--- src/rtl/b16_bus_pkg.sv ---
// Shared b16 memory-bus types: port ownership states and byte-lane write encodings.
// Pure declarations; no timing or backpressure of its own.
package b16_bus_pkg;

  typedef enum logic [1:0] {
    CPU   = 2'd0,
    EXT   = 2'd1,
    GUARD = 2'd2
  } owner_t;

  localparam logic [1:0] WR_NONE = 2'b00;
  localparam logic [1:0] WR_HI   = 2'b10;
  localparam logic [1:0] WR_LO   = 2'b01;
  localparam logic [1:0] WR_WORD = 2'b11;

  function automatic logic is_read(input logic [1:0] wr);
    return wr == WR_NONE;
  endfunction

endpackage

--- src/rtl/b16_mem_mux.sv ---
// Steers the single RAM port to the current owner and fans read data back to both masters.
// Purely combinational (0 cycles); strobes are forced idle when enable is low.
module b16_mem_mux
  import b16_bus_pkg::*;
#(
  parameter int l = 16
) (
  input  owner_t       owner,
  input  logic         enable,
  input  logic         ext_req,
  input  logic [l-1:0] cpu_addr,
  input  logic         cpu_rd,
  input  logic [1:0]   cpu_wr,
  input  logic [l-1:0] cpu_wdata,
  output logic [l-1:0] cpu_rdata,
  input  logic [l-1:0] ext_addr,
  input  logic [1:0]   ext_wr,
  input  logic [l-1:0] ext_wdata,
  output logic [l-1:0] ext_rdata,
  output logic [l-1:0] mem_addr,
  output logic         mem_rd,
  output logic [1:0]   mem_wr,
  output logic [l-1:0] mem_wdata,
  input  logic [l-1:0] mem_rdata
);

  always_comb begin
    mem_addr  = cpu_addr;
    mem_wdata = cpu_wdata;
    mem_rd    = cpu_rd;
    mem_wr    = cpu_wr;
    if (owner == EXT) begin
      mem_addr  = ext_addr;
      mem_wdata = ext_wdata;
      // an EXT cycle without a request is an idle memory cycle
      mem_rd    = ext_req & is_read(ext_wr);
      mem_wr    = ext_req ? ext_wr : WR_NONE;
    end
    if (!enable) begin
      mem_rd = 1'b0;
      mem_wr = WR_NONE;
    end
  end

  assign cpu_rdata = mem_rdata;
  assign ext_rdata = mem_rdata;

endmodule

--- src/rtl/b16_mem_arbiter.sv ---
// Shares the b16 RAM port between the core and an external master, stalling the core via cpu_run.
// Grant 1 cycle after ext_req; bursts capped at BURST acks, then CPU_SLOTS guard cycles for the core.
module b16_mem_arbiter
  import b16_bus_pkg::*;
#(
  parameter int l         = 16,
  parameter int BURST     = 4,
  parameter int CPU_SLOTS = 1
) (
  input  logic         clk,
  input  logic         reset,
  input  logic         run_in,
  output logic         cpu_run,
  input  logic [l-1:0] cpu_addr,
  input  logic         cpu_rd,
  input  logic [1:0]   cpu_wr,
  input  logic [l-1:0] cpu_wdata,
  output logic [l-1:0] cpu_rdata,
  input  logic         ext_req,
  input  logic [l-1:0] ext_addr,
  input  logic [1:0]   ext_wr,
  input  logic [l-1:0] ext_wdata,
  output logic         ext_ack,
  output logic [l-1:0] ext_rdata,
  output logic [l-1:0] mem_addr,
  output logic         mem_rd,
  output logic [1:0]   mem_wr,
  output logic [l-1:0] mem_wdata,
  input  logic [l-1:0] mem_rdata
);

  localparam int CW = $clog2(BURST + 1);
  localparam int GW = $clog2(CPU_SLOTS + 1);
  localparam logic [CW-1:0] CNT_LAST  = CW'(BURST - 1);
  localparam logic [GW-1:0] GCNT_LAST = GW'(CPU_SLOTS - 1);

  owner_t        owner, owner_nxt;
  logic [CW-1:0] cnt, cnt_nxt;
  logic [GW-1:0] gcnt, gcnt_nxt;

  always_ff @(posedge clk) begin
    if (reset) begin
      owner <= CPU;
      cnt   <= '0;
      gcnt  <= '0;
    end else begin
      owner <= owner_nxt;
      cnt   <= cnt_nxt;
      gcnt  <= gcnt_nxt;
    end
  end

  always_comb begin
    owner_nxt = owner;
    cnt_nxt   = cnt;
    gcnt_nxt  = gcnt;
    case (owner)
      CPU: begin
        if (ext_req) begin
          owner_nxt = EXT;
          cnt_nxt   = '0;
        end
      end
      EXT: begin
        if (!ext_req) begin
          owner_nxt = CPU;
        end else if (cnt == CNT_LAST) begin
          owner_nxt = GUARD;
          gcnt_nxt  = '0;
        end else begin
          cnt_nxt = cnt + 1'b1;
        end
      end
      GUARD: begin
        // requests are ignored until the last guard slot has been given to the core
        if (gcnt == GCNT_LAST) begin
          if (ext_req) begin
            owner_nxt = EXT;
            cnt_nxt   = '0;
          end else begin
            owner_nxt = CPU;
          end
        end else begin
          gcnt_nxt = gcnt + 1'b1;
        end
      end
      default: owner_nxt = CPU;
    endcase
  end

  always_comb begin
    cpu_run = run_in & ~reset & (owner != EXT);
    ext_ack = ~reset & (owner == EXT) & ext_req;
  end

  b16_mem_mux #(.l(l)) u_mux (
    .owner     (owner),
    .enable    (~reset),
    .ext_req   (ext_req),
    .cpu_addr  (cpu_addr),
    .cpu_rd    (cpu_rd),
    .cpu_wr    (cpu_wr),
    .cpu_wdata (cpu_wdata),
    .cpu_rdata (cpu_rdata),
    .ext_addr  (ext_addr),
    .ext_wr    (ext_wr),
    .ext_wdata (ext_wdata),
    .ext_rdata (ext_rdata),
    .mem_addr  (mem_addr),
    .mem_rd    (mem_rd),
    .mem_wr    (mem_wr),
    .mem_wdata (mem_wdata),
    .mem_rdata (mem_rdata)
  );

endmodule

--- config.mk ---
export PLATFORM = sky130hd
export DESIGN_NAME = b16_mem_arbiter
export DESIGN_NICKNAME = d
export VERILOG_FILES = /design/src/rtl/b16_bus_pkg.sv /design/src/rtl/b16_mem_mux.sv /design/src/rtl/b16_mem_arbiter.sv
export SDC_FILE = /design/constraint.sdc
export NUM_CORES = 1
export LEC_CHECK = 0
export ABC_AREA = 1
export ABC_CLOCK_PERIOD_IN_PS = 2220
export CAP_MARGIN = 30
export CORE_MARGIN = 4
export CORE_UTILIZATION = 24
export CTS_CLUSTER_SIZE = 20
export DETAILED_ROUTE_END_ITERATION = 8
export GPL_TIMING_DRIVEN = 1
export PLACE_DENSITY = 0.9
export REMOVE_ABC_BUFFERS = 1
export SLEW_MARGIN = 20
export SYNTH_ARGS = -nofsm -noshare
export SYNTH_HDL_FRONTEND = slang
export SYNTH_SLANG_ARGS = --single-unit
--- constraint.sdc ---
create_clock -name clk -period 2.22 [get_ports clk]
set_input_delay 0.222 -clock clk [delete_from_list [all_inputs] [get_ports clk]]
set_output_delay 0.222 -clock clk [all_outputs]
set_load 0.05 [all_outputs]
# [Word level (Yosys, flattened, before mapping)]
# Cells that the tools add are included.
[totals] register_bits=6 inputBits=89 word_cells=50 output_inout_bits=69
[op_classes] reduce_logical=7 bitwise_logic=6 n_mux=22 n_addsub=2 eq_ne=10
[op_table] op="two-way mux 16 bit" count=2
[op_table] op="two-way mux 2 bit" count=7
[op_table] op="two-way mux 3 bit" count=4
[op_table] op="!= test 2 bit (second input constant)" count=5
[op_table] op="case mux 3 bit (3 select lines)" count=1
[op_table] op="two-way mux 1 bit" count=6
[op_table] op="case mux 2 bit (3 select lines)" count=1
[op_table] op="AND reduction 3 bit" count=2
[op_table] op="AND 1 bit" count=5
[op_table] op="zero test 2 bit" count=2
[op_table] op="AND reduction 4 bit" count=1
[op_table] op="adder 3 x 1 -> 3 bit (second input constant)" count=1
[op_table] op="equality test 3 x 2 -> 1 bit (second input constant)" count=1
[op_table] op="!= test 3 bit (second input constant)" count=1
[op_table] op="nonzero test 3 bit" count=1
[op_table] op="equality test 2 x 1 -> 1 bit (second input constant)" count=1
[op_table] op="equality test 2 bit (second input constant)" count=1
[op_table] op="!= test 2 x 1 -> 1 bit (second input constant)" count=1
[op_table] op="case mux 1 bit (2 select lines)" count=1
[op_table] op="nonzero test 2 bit" count=1
[op_table] op="adder 1 bit (second input constant)" count=1
[op_table] op="inverter 1 bit" count=1

# [Logic depth before layout (Yosys ltp)]
# Gate-level depths: netlist of run 1.
[logic_depth] ltp_word=4 depth_mapped=7 depth_no_buf=7

# [Hierarchy]
# Synthesis of run 1 repeated with hierarchy kept, for this count alone.
[unflattened] hier_cells=190 area_unflattened_um2=1037.2
[modules_own_cells] mod="b16_mem_mux" instances=1 seq_area_each_um2=0.0 area_per_inst_um2=788.3 cells_each=157
[modules_own_cells] mod="b16_mem_arbiter" instances=1 seq_area_each_um2=100.1 area_per_inst_um2=249.0 cells_each=33

# [Worst setup path after synthesis of run 1]
# No wires, ideal clock.
[synth_path] path_kind="register -> output" startpoint="reg owner[0]" endpoint="out mem_wr[0]" t_required_ns=1.998 t_arrival_ns=1.746 path_slack_ns=0.252 path_buffers=0 stages_incl_launch_ff=5 cell_sequence="dfxtp_1 > nand2_4 > nor2_2 > nand2_1 > o21ai_0"
[synth_via] elab_chain_cells=3
[synth_lines] item="start, declared" line_no="b16_mem_arbiter.sv:37" text="owner_t owner, owner_nxt;"
[synth_lines] item="start signal, assigned" line_no="b16_mem_arbiter.sv:47" text="owner <= owner_nxt;"
[synth_lines] item="equality test 2 x 1 -> 1 bit" line_no="b16_mem_mux.sv:32" text="if (owner == EXT) begin"
[synth_lines] item="two-way mux 2 bit" line_no="b16_mem_mux.sv:32"
[synth_lines] item="two-way mux 2 bit" line_no="b16_mem_mux.sv:39" text="if (!enable) begin"
[synth_lines] item="end, declared" line_no="b16_mem_arbiter.sv:27" text="output logic [1:0] mem_wr,"
# Every way passes these cells.

# [Worst setup path after layout of run 1]
[layout_path] startpoint="reg owner[0]" endpoint="out mem_wr[1]"
# The elaborated chain is that of the path after synthesis.

==> results of run 1 <==
-- critical path, delay by kind of cell (launching register included) --
family,cells,cell delay (ns)
AND/OR/NAND/NOR,3,0.56
flip-flops,1,0.39
AO/OA/AOI/OAI,1,0.32
buffers and inverters,1,0.19
-- area by class of cell --
type	instances	area share, %
Tap cell	48	2.69
Inverter	11	1.85
Multi-Input combinational cell	126	23.5
Sequential cell	5	4.48
Timing Repair Buffer	111	65.5
Clock buffer	4	2.01
-- worst paths after layout --
path | start | end | slack [ns] | depth (start not counted)
max | owner[0] | mem_wr[1] | 0.30 | 5
min | mem_rdata[11] | ext_rdata[11] | 0.44 | 0
max reg2reg | cnt[0] | cnt[2] | 0.88 | 6
min reg2reg | cnt[1] | cnt[1] | 0.48 | 2
-- stage by stage --
| step | cell area [µm²] | worst slack (ns) | hold WS [ns] | instances | power [mW] |
|---|---|---|---|---|---|
| 3_5_place_dp | 2190 | 0.412 | 0.445 | 301 | 0.745 |
| 4_1_cts | 2240 | 0.291 | 0.445 | 305 | 0.916 |
| 6_report | 2240 | 0.304 | 0.444 | 305 | 0.910 |
| 5_1_grt | 2240 | 0.145 | 0.444 | 305 | 0.947 |
| 3_3_place_gp | 2190 | 0.459 | 0.445 | 301 | 0.736 |
| 2_1_floorplan | 667 | 0.103 | 0.291 | 142 | 0.355 |
-- where the power goes --
part	leakage, nW	switching (mW)	internal, mW	total (mW)
Combinational	1.02	0.314	0.331	0.645
Clock	0.0228	0.0473	0.123	0.171
Sequential	0.0407	0.00195	0.0926	0.0945
-- cells in the final DEF, fill, tap and decap left out, types with 2 or more instances in the layout --
master and n:
nand2_1 104, clkdlybuf4s50_1 72, buf_12 36, inv_1 9
nor2_1 5, dfxtp_1 5, o21ai_0 4, nand3_1 3
a21oi_1 3, clkbuf_8 3, buf_4 3, inv_2 2
nand4_1 2, ha_1 2
-- logic make-up (layout without fill, tap and decap cells) --
| logic type | Yosys count | in the layout | synth area share [%] |
|---|---|---|---|
| AOI/OAI and AO/OA | 7 | 7 | 3.71 |
| adders and majority gates | 2 | 2 | 2.65 |
| buffers and inverters | 49 | 126 | 33.8 |
| DFF | 5 | 5 | 10.6 |
| and+or+nand+nor | 117 | 117 | 49.3 |
-- state kept, by name, indices dropped and copies added, names as in the netlist --
name	flops
cnt	3
owner	2
-- per-layer routing --
metal	GRT usage (%)	up-vias	routed length, µm
met5	7.07	-	51
met4	5.01	2	60
met3	11.8	11	697
met2	28.5	97	2170
met1	17.1	586	1500
li1	-	661	-
==> results.txt, run 1 <==
The core outline area came out at 3740 µm². The area used by multi-input combinational logic is 526 µm². The power per standard cell area is 407 nW/µm². The x dimension of the die came out at 70.7 µm.

The clock-pin slew of the registers on the worst-case setup and hold paths came out at 0.04 ns. The number of flops mapped to enable cells by yosys came out at 0. The clock passes through at most 2 buffers.

VDD sags by at most 316 µV. The initial cell density of the core is 25.2%. The routed design has approximately 4.5 mm of wire. Yosys instantiated no cell more often than nand2_1. The leakage power figure came out at 1.08 nW. The sum of negative setup slack came out at 0 ns. At the end of routability-driven placement, the weighted congestion stood at 0.786. The number of setup buffers added after CTS is 0. The hold buffer count at CTS is 0.

The number of clock sinks seen by CTS came out at 5. The average via count per standard cell came out at around 4.4. The final critical-path required period is 1.92 ns. The area growth from synthesis to layout came out at 137%. The classification of the worst setup path is reg2out. The area fraction of the dominant cell type after synthesis came out at 41.3%. The first-iteration detailed-routing DRC count came out at 43.

In the synthesized netlist the async set-or-reset flop fraction comes to 0%. The signal on the critical path passes through nand2_4, nor2_2, nand2_1, o21ai_0, buf_12. The worst slew margin relative to its limit came out at 66.6%.

The max-slew violation total from the final report came out at 0. The final net count came out at 349. The first global-routing pass estimated 6.74 mm of wire. The worst setup path is launched from a flip-flop. The initialized floorplan defines 22 standard-cell rows.

Dividing the detail-routed wire length by the instance count gives between 10 and 15 µm. The tightest min-delay check is of the in2out type. The combined flip-flop and latch cell area came out at between 100 and 150 µm². Dividing the final minimum period by the clock period gives 86.3%. After technology mapping, the gate count stands at 180. Ranked by total cell area, the synthesized netlist is headed by nand2_1 (41%), buf_4 (28%), dfxtp_1 (11%).

In this run the number of H-tree levels came out at 1. Once the clock tree was built, the resizer swapped 0 gates to a different size. The initial antenna violation count is 0. The routed via count is ~1400. The antenna diode count came out at 0. The number of maximum-capacitance violations is 0.

The mean cell area of the mapped netlist is 5.25 µm². Clock tree synthesis inserted a total of 3 buffers. nand2_1 takes more of the synthesized area than any other cell. The HPWL after detailed placement came out at 3.85 mm. The count of boundary I/O pins came out at 158. The proportion of synthesized chip area in sequential cells came out at 10.6%. Counting distinct cell types in the post-synthesis netlist gives 15.

The area of the mapped netlist came out at 945 µm². After detailed routing, the number of remaining DRC violations is 0. The maximum number of pins on one net before global-route repair is 38.

Setup repair after global routing left no endpoint under its margin. The flip-flop and latch count after synthesis came out at 5. The number of global-route vias before repair is 1376. The flow ran to the end, and the final reports show no timing, DRC or antenna violations. Of the cells placed in the final design, the portion with a size suffix greater than 1 is 18.3%.

STA classifies the critical path endpoint as a primary output. The antenna violation net count after detailed routing came out at 0. The count of filler cells inserted in the layout is 319. The root buffer cell is clkbuf_8. The top achievable clock speed came out at 522 MHz. The core utilization of the finished layout came out at between 50 and 60%.

The later-pin clock latency in the skew report is 0.22 ns. For this run, the leading register cell type out of synthesis is dfxtp_1. The maximum fanout encountered on the critical timing path came out at 37. The final setup violation count is 0. The overall routing resource usage is between 10% and 20%. For this run, the slowest stage of the critical path takes 0.39 ns. The count of input and output buffers is 109.

The pre-antenna-repair detailed-routing pass consisted of 4 iterations. The number of hold-slack violations in the final timing report is 0. STA puts the critical path data arrival time at 1.69 ns. From bottom edge to top edge, the die measures 70.7 µm.

The commonest cells after synthesis are nand2_1 (104), buf_4 (35), inv_1 (9). The number of warnings printed during yosys synthesis is 0. The die area came out at about 5000 µm². The slowest stage of the critical path is the dfxtp_1 cell.

For this run the aggregate overflow at the end of global routing stands at 0. The maximum clock skew at final layout came out at 0.000967 ns. TritonCTS built the clock tree. The actual transition at the worst max-transition pin is 0.500 ns. The required time of the critical path came out at 2.00 ns.
Power figures use the tool's default switching activity.
==> run 2: changes to the inputs <==
- CAP_MARGIN: 30 -> not set
- CTS_BUF_LIST: not set -> sky130_fd_sc_hd__clkbuf_8
==> run 2 against run 1 <==
Against the previous run: critical path depth did not move; non-clock buffer count did not move; sequential power barely moved; first-iteration DRC count did not move; cell area did not move; via count did not move; cell count did not move; clock skew barely moved; critical path type unchanged; critical endpoint unchanged.
==> results.txt, run 2 (same netlist as run 1, synthesis figures left out) <==
For this design the ratio of total power to cell area is 405 nW/µm². The final critical-path required period came out at between 1.5 and 2 ns. The buffer depth of the longest clock path is 2. Across the run, the number of max-cap violations was 0. The aggregate routed wire length is 4.48 mm. The count of boundary I/O pins came out at 158. The hold buffer count at CTS came out at 0.

The cell family contributing the most delay on the critical path is simple AND/OR/NAND/NOR gates. The detailed-route DRC error count came out at 0. The area growth from synthesis to layout is 137%.

The clock net in this run drives a total of 5 sinks. The share of power burned in registers is 10.4%. The top achievable clock speed came out at 522 MHz. The startpoint type of the worst setup path is a flip-flop. The final layout contains 349 nets. TritonCTS built the clock tree. The detail-routed net length per standard cell came out at approximately 15 µm. Global routing finished with a remaining overflow of 0.

Setup slack closes at 0.304 ns. In this run the worst hold path is classified as in2out. The launch point of the worst reg-to-reg path is cnt[0].

Dividing the detail-routed via count by the number of cells gives 4.45. The count of filler cells inserted in the layout is 319. The internal portion of the total power is approximately 0.54 mW. The register-to-register path setup slack is 0.88 ns. The core outline area is 3740 µm². The number of buffers inserted during clock tree synthesis is 3. The share of final-layout standard cells stronger than drive strength 1 is 18.3%. The core utilization of the finished layout is 59.7%. The required time of the critical path is 2.00 ns. The clock-pin slew of the registers on the worst-case setup and hold paths is 0.04 ns.

The maximum clock skew at final layout is between 0.001 and 0.0015 ns. Across the VDD grid, the largest voltage drop is 316 µV. The root buffer cell is clkbuf_8. The congestion estimate from routability-driven global placement came to 0.786. The initial antenna violation count came out at 0. Counting both buffers and inverters, the worst setup path holds a total of 1. The minimum setup slack after placement came out at 0.412 ns. Traced cell by cell, the critical path runs through nand2_4, nor2_2, nand2_1, o21ai_0, buf_12. Following the worst setup path forward leads to its endpoint at mem_wr[1]. The number of global-route vias before repair came out at approximately 1400. The endpoint arrival time on the critical path came out at 1.69 ns. STA classifies the critical path endpoint as a primary output. Setup repair after global routing left no endpoint under its margin. For the pin with the worst max-slew slack, the measured transition is between 0.4 and 0.5 ns. The cell with the largest stage delay on the worst path is dfxtp_1. The number of antenna diodes in the final layout is 0.

The final cycle utilization of the critical path came out at 86.3%. The first global-routing pass estimated 6.74 mm of wire. The net switching component of the power came out at 0.364 mW. The initial cell density of the core is 25.2%.

Leaving out fill and tap cells, the most frequent cell in the layout is nand2_1. The setup path with the least slack is of type reg2out. Once detail routing completed, the nets flagged for antenna violations numbered 0. At the later pin of the worst-skew pair, clock insertion delay measures between 0.2 and 0.25 ns. The max-slew violation total from the final report came out at 0. The die height came out at 70.7 µm. The register with the most flip-flops in the final layout is cnt. The combinational share of power came out at 71.2%. The sum of internal, switching and leakage power came out at 0.906 mW. The die is a little over 70 µm wide. The site row count came out at 22. The maximum level of the CTS H-tree came out at 1. The overall routing resource usage came out at 17.3%. The endpoint identified for the worst register-to-register timing path is cnt[2].

The sum of negative setup slack came out at 0 ns. The routed via count came out at roughly 1400. The final setup violation count came out at 0.

The worst slew margin relative to its limit came out at approximately two thirds. The pre-antenna-repair detailed-routing pass consisted of 4 iterations. Counting buffers and inverters, the worst setup path is 5 cells deep. The HPWL after detailed placement is approximately 3.8 mm. Leaving out fill and tap cells, the most frequent cells in the layout are nand2_1 (104), clkdlybuf4s50_1 (72), buf_12 (36). The post-CTS resize count came out at 0. The maximum cell stage delay along the critical path is 0.39 ns. The die area is roughly 5000 µm². The number of hold-slack violations in the final timing report is 0.

The maximum number of pins on one net before global-route repair came out at 38. The first-iteration detailed-routing DRC count came out at 43. The maximum fanout encountered on the critical timing path is 37. In this run, the clock network consumes 18.4% of the power.

The largest registers in the layout are cnt: 3 flops, owner: 2 flops. The flow ran to the end, and the final reports show no timing, DRC or antenna violations. The leakage power figure is 1.08 nW. The depth of the most critical reg-to-reg path is 6.

The flip-flop count of the largest register, all copies and words added came out at 3. The cell depth of the worst hold path is 0. Of the total power, the share spent switching nets is roughly 40%. The number of setup buffers added after CTS is 0. Tracing the worst setup path back leads to its startpoint at owner[0]. The count of input and output buffers is 109.
-- run 2: power by group through the flow --
stage	logic, mW	clock network, mW	registers, mW
finish	0.645	0.166	0.0945
global route	0.672	0.175	0.0947
CTS	0.650	0.167	0.0945
detailed placement	0.649	0	0.0959
global placement	0.640	0	0.0957
floorplan	0.259	0	0.0955
-- run 2: worst min-delay path by stage --
stage	end	slack (ns)	from
2_1_floorplan	cnt[1]	0.29	reset
3_3_place_gp	ext_rdata[1]	0.44	mem_rdata[1]
3_5_place_dp	ext_rdata[1]	0.44	mem_rdata[1]
4_1_cts	ext_rdata[1]	0.44	mem_rdata[1]
5_1_grt	cpu_rdata[0]	0.44	mem_rdata[0]
6_report	ext_rdata[11]	0.44	mem_rdata[11]
-- run 2: cell type report --
class	instances	area, µm²	area share (%)
Clock inverter	1	3.75	0.168
Multi-Input combinational cell	126	526	23.5
Timing Repair Buffer	111	1460	65.5
Tap cell	48	60.1	2.69
Clock buffer	3	41.3	1.85
Sequential cell	5	100	4.48
Inverter	11	41.3	1.85
-- run 2: through the flow --
stage          instances  hold WS (ns)  area (µm²)
6_report             305         0.444        2240
2_1_floorplan        142         0.291         667
3_5_place_dp         301         0.445        2190
4_1_cts              305         0.445        2240
3_3_place_gp         301         0.445        2190
5_1_grt              305         0.444        2240
-- run 2: routing by layer --
layer | track usage, % | share of wire [%] | up-vias
met2 | 28.5 | 48 | 97
met4 | 5.01 | 1.3 | 2
met1 | 17.1 | 33 | 586
met5 | 7.07 | 1.1 | -
met3 | 11.8 | 16 | 11
li1 | - | - | 661
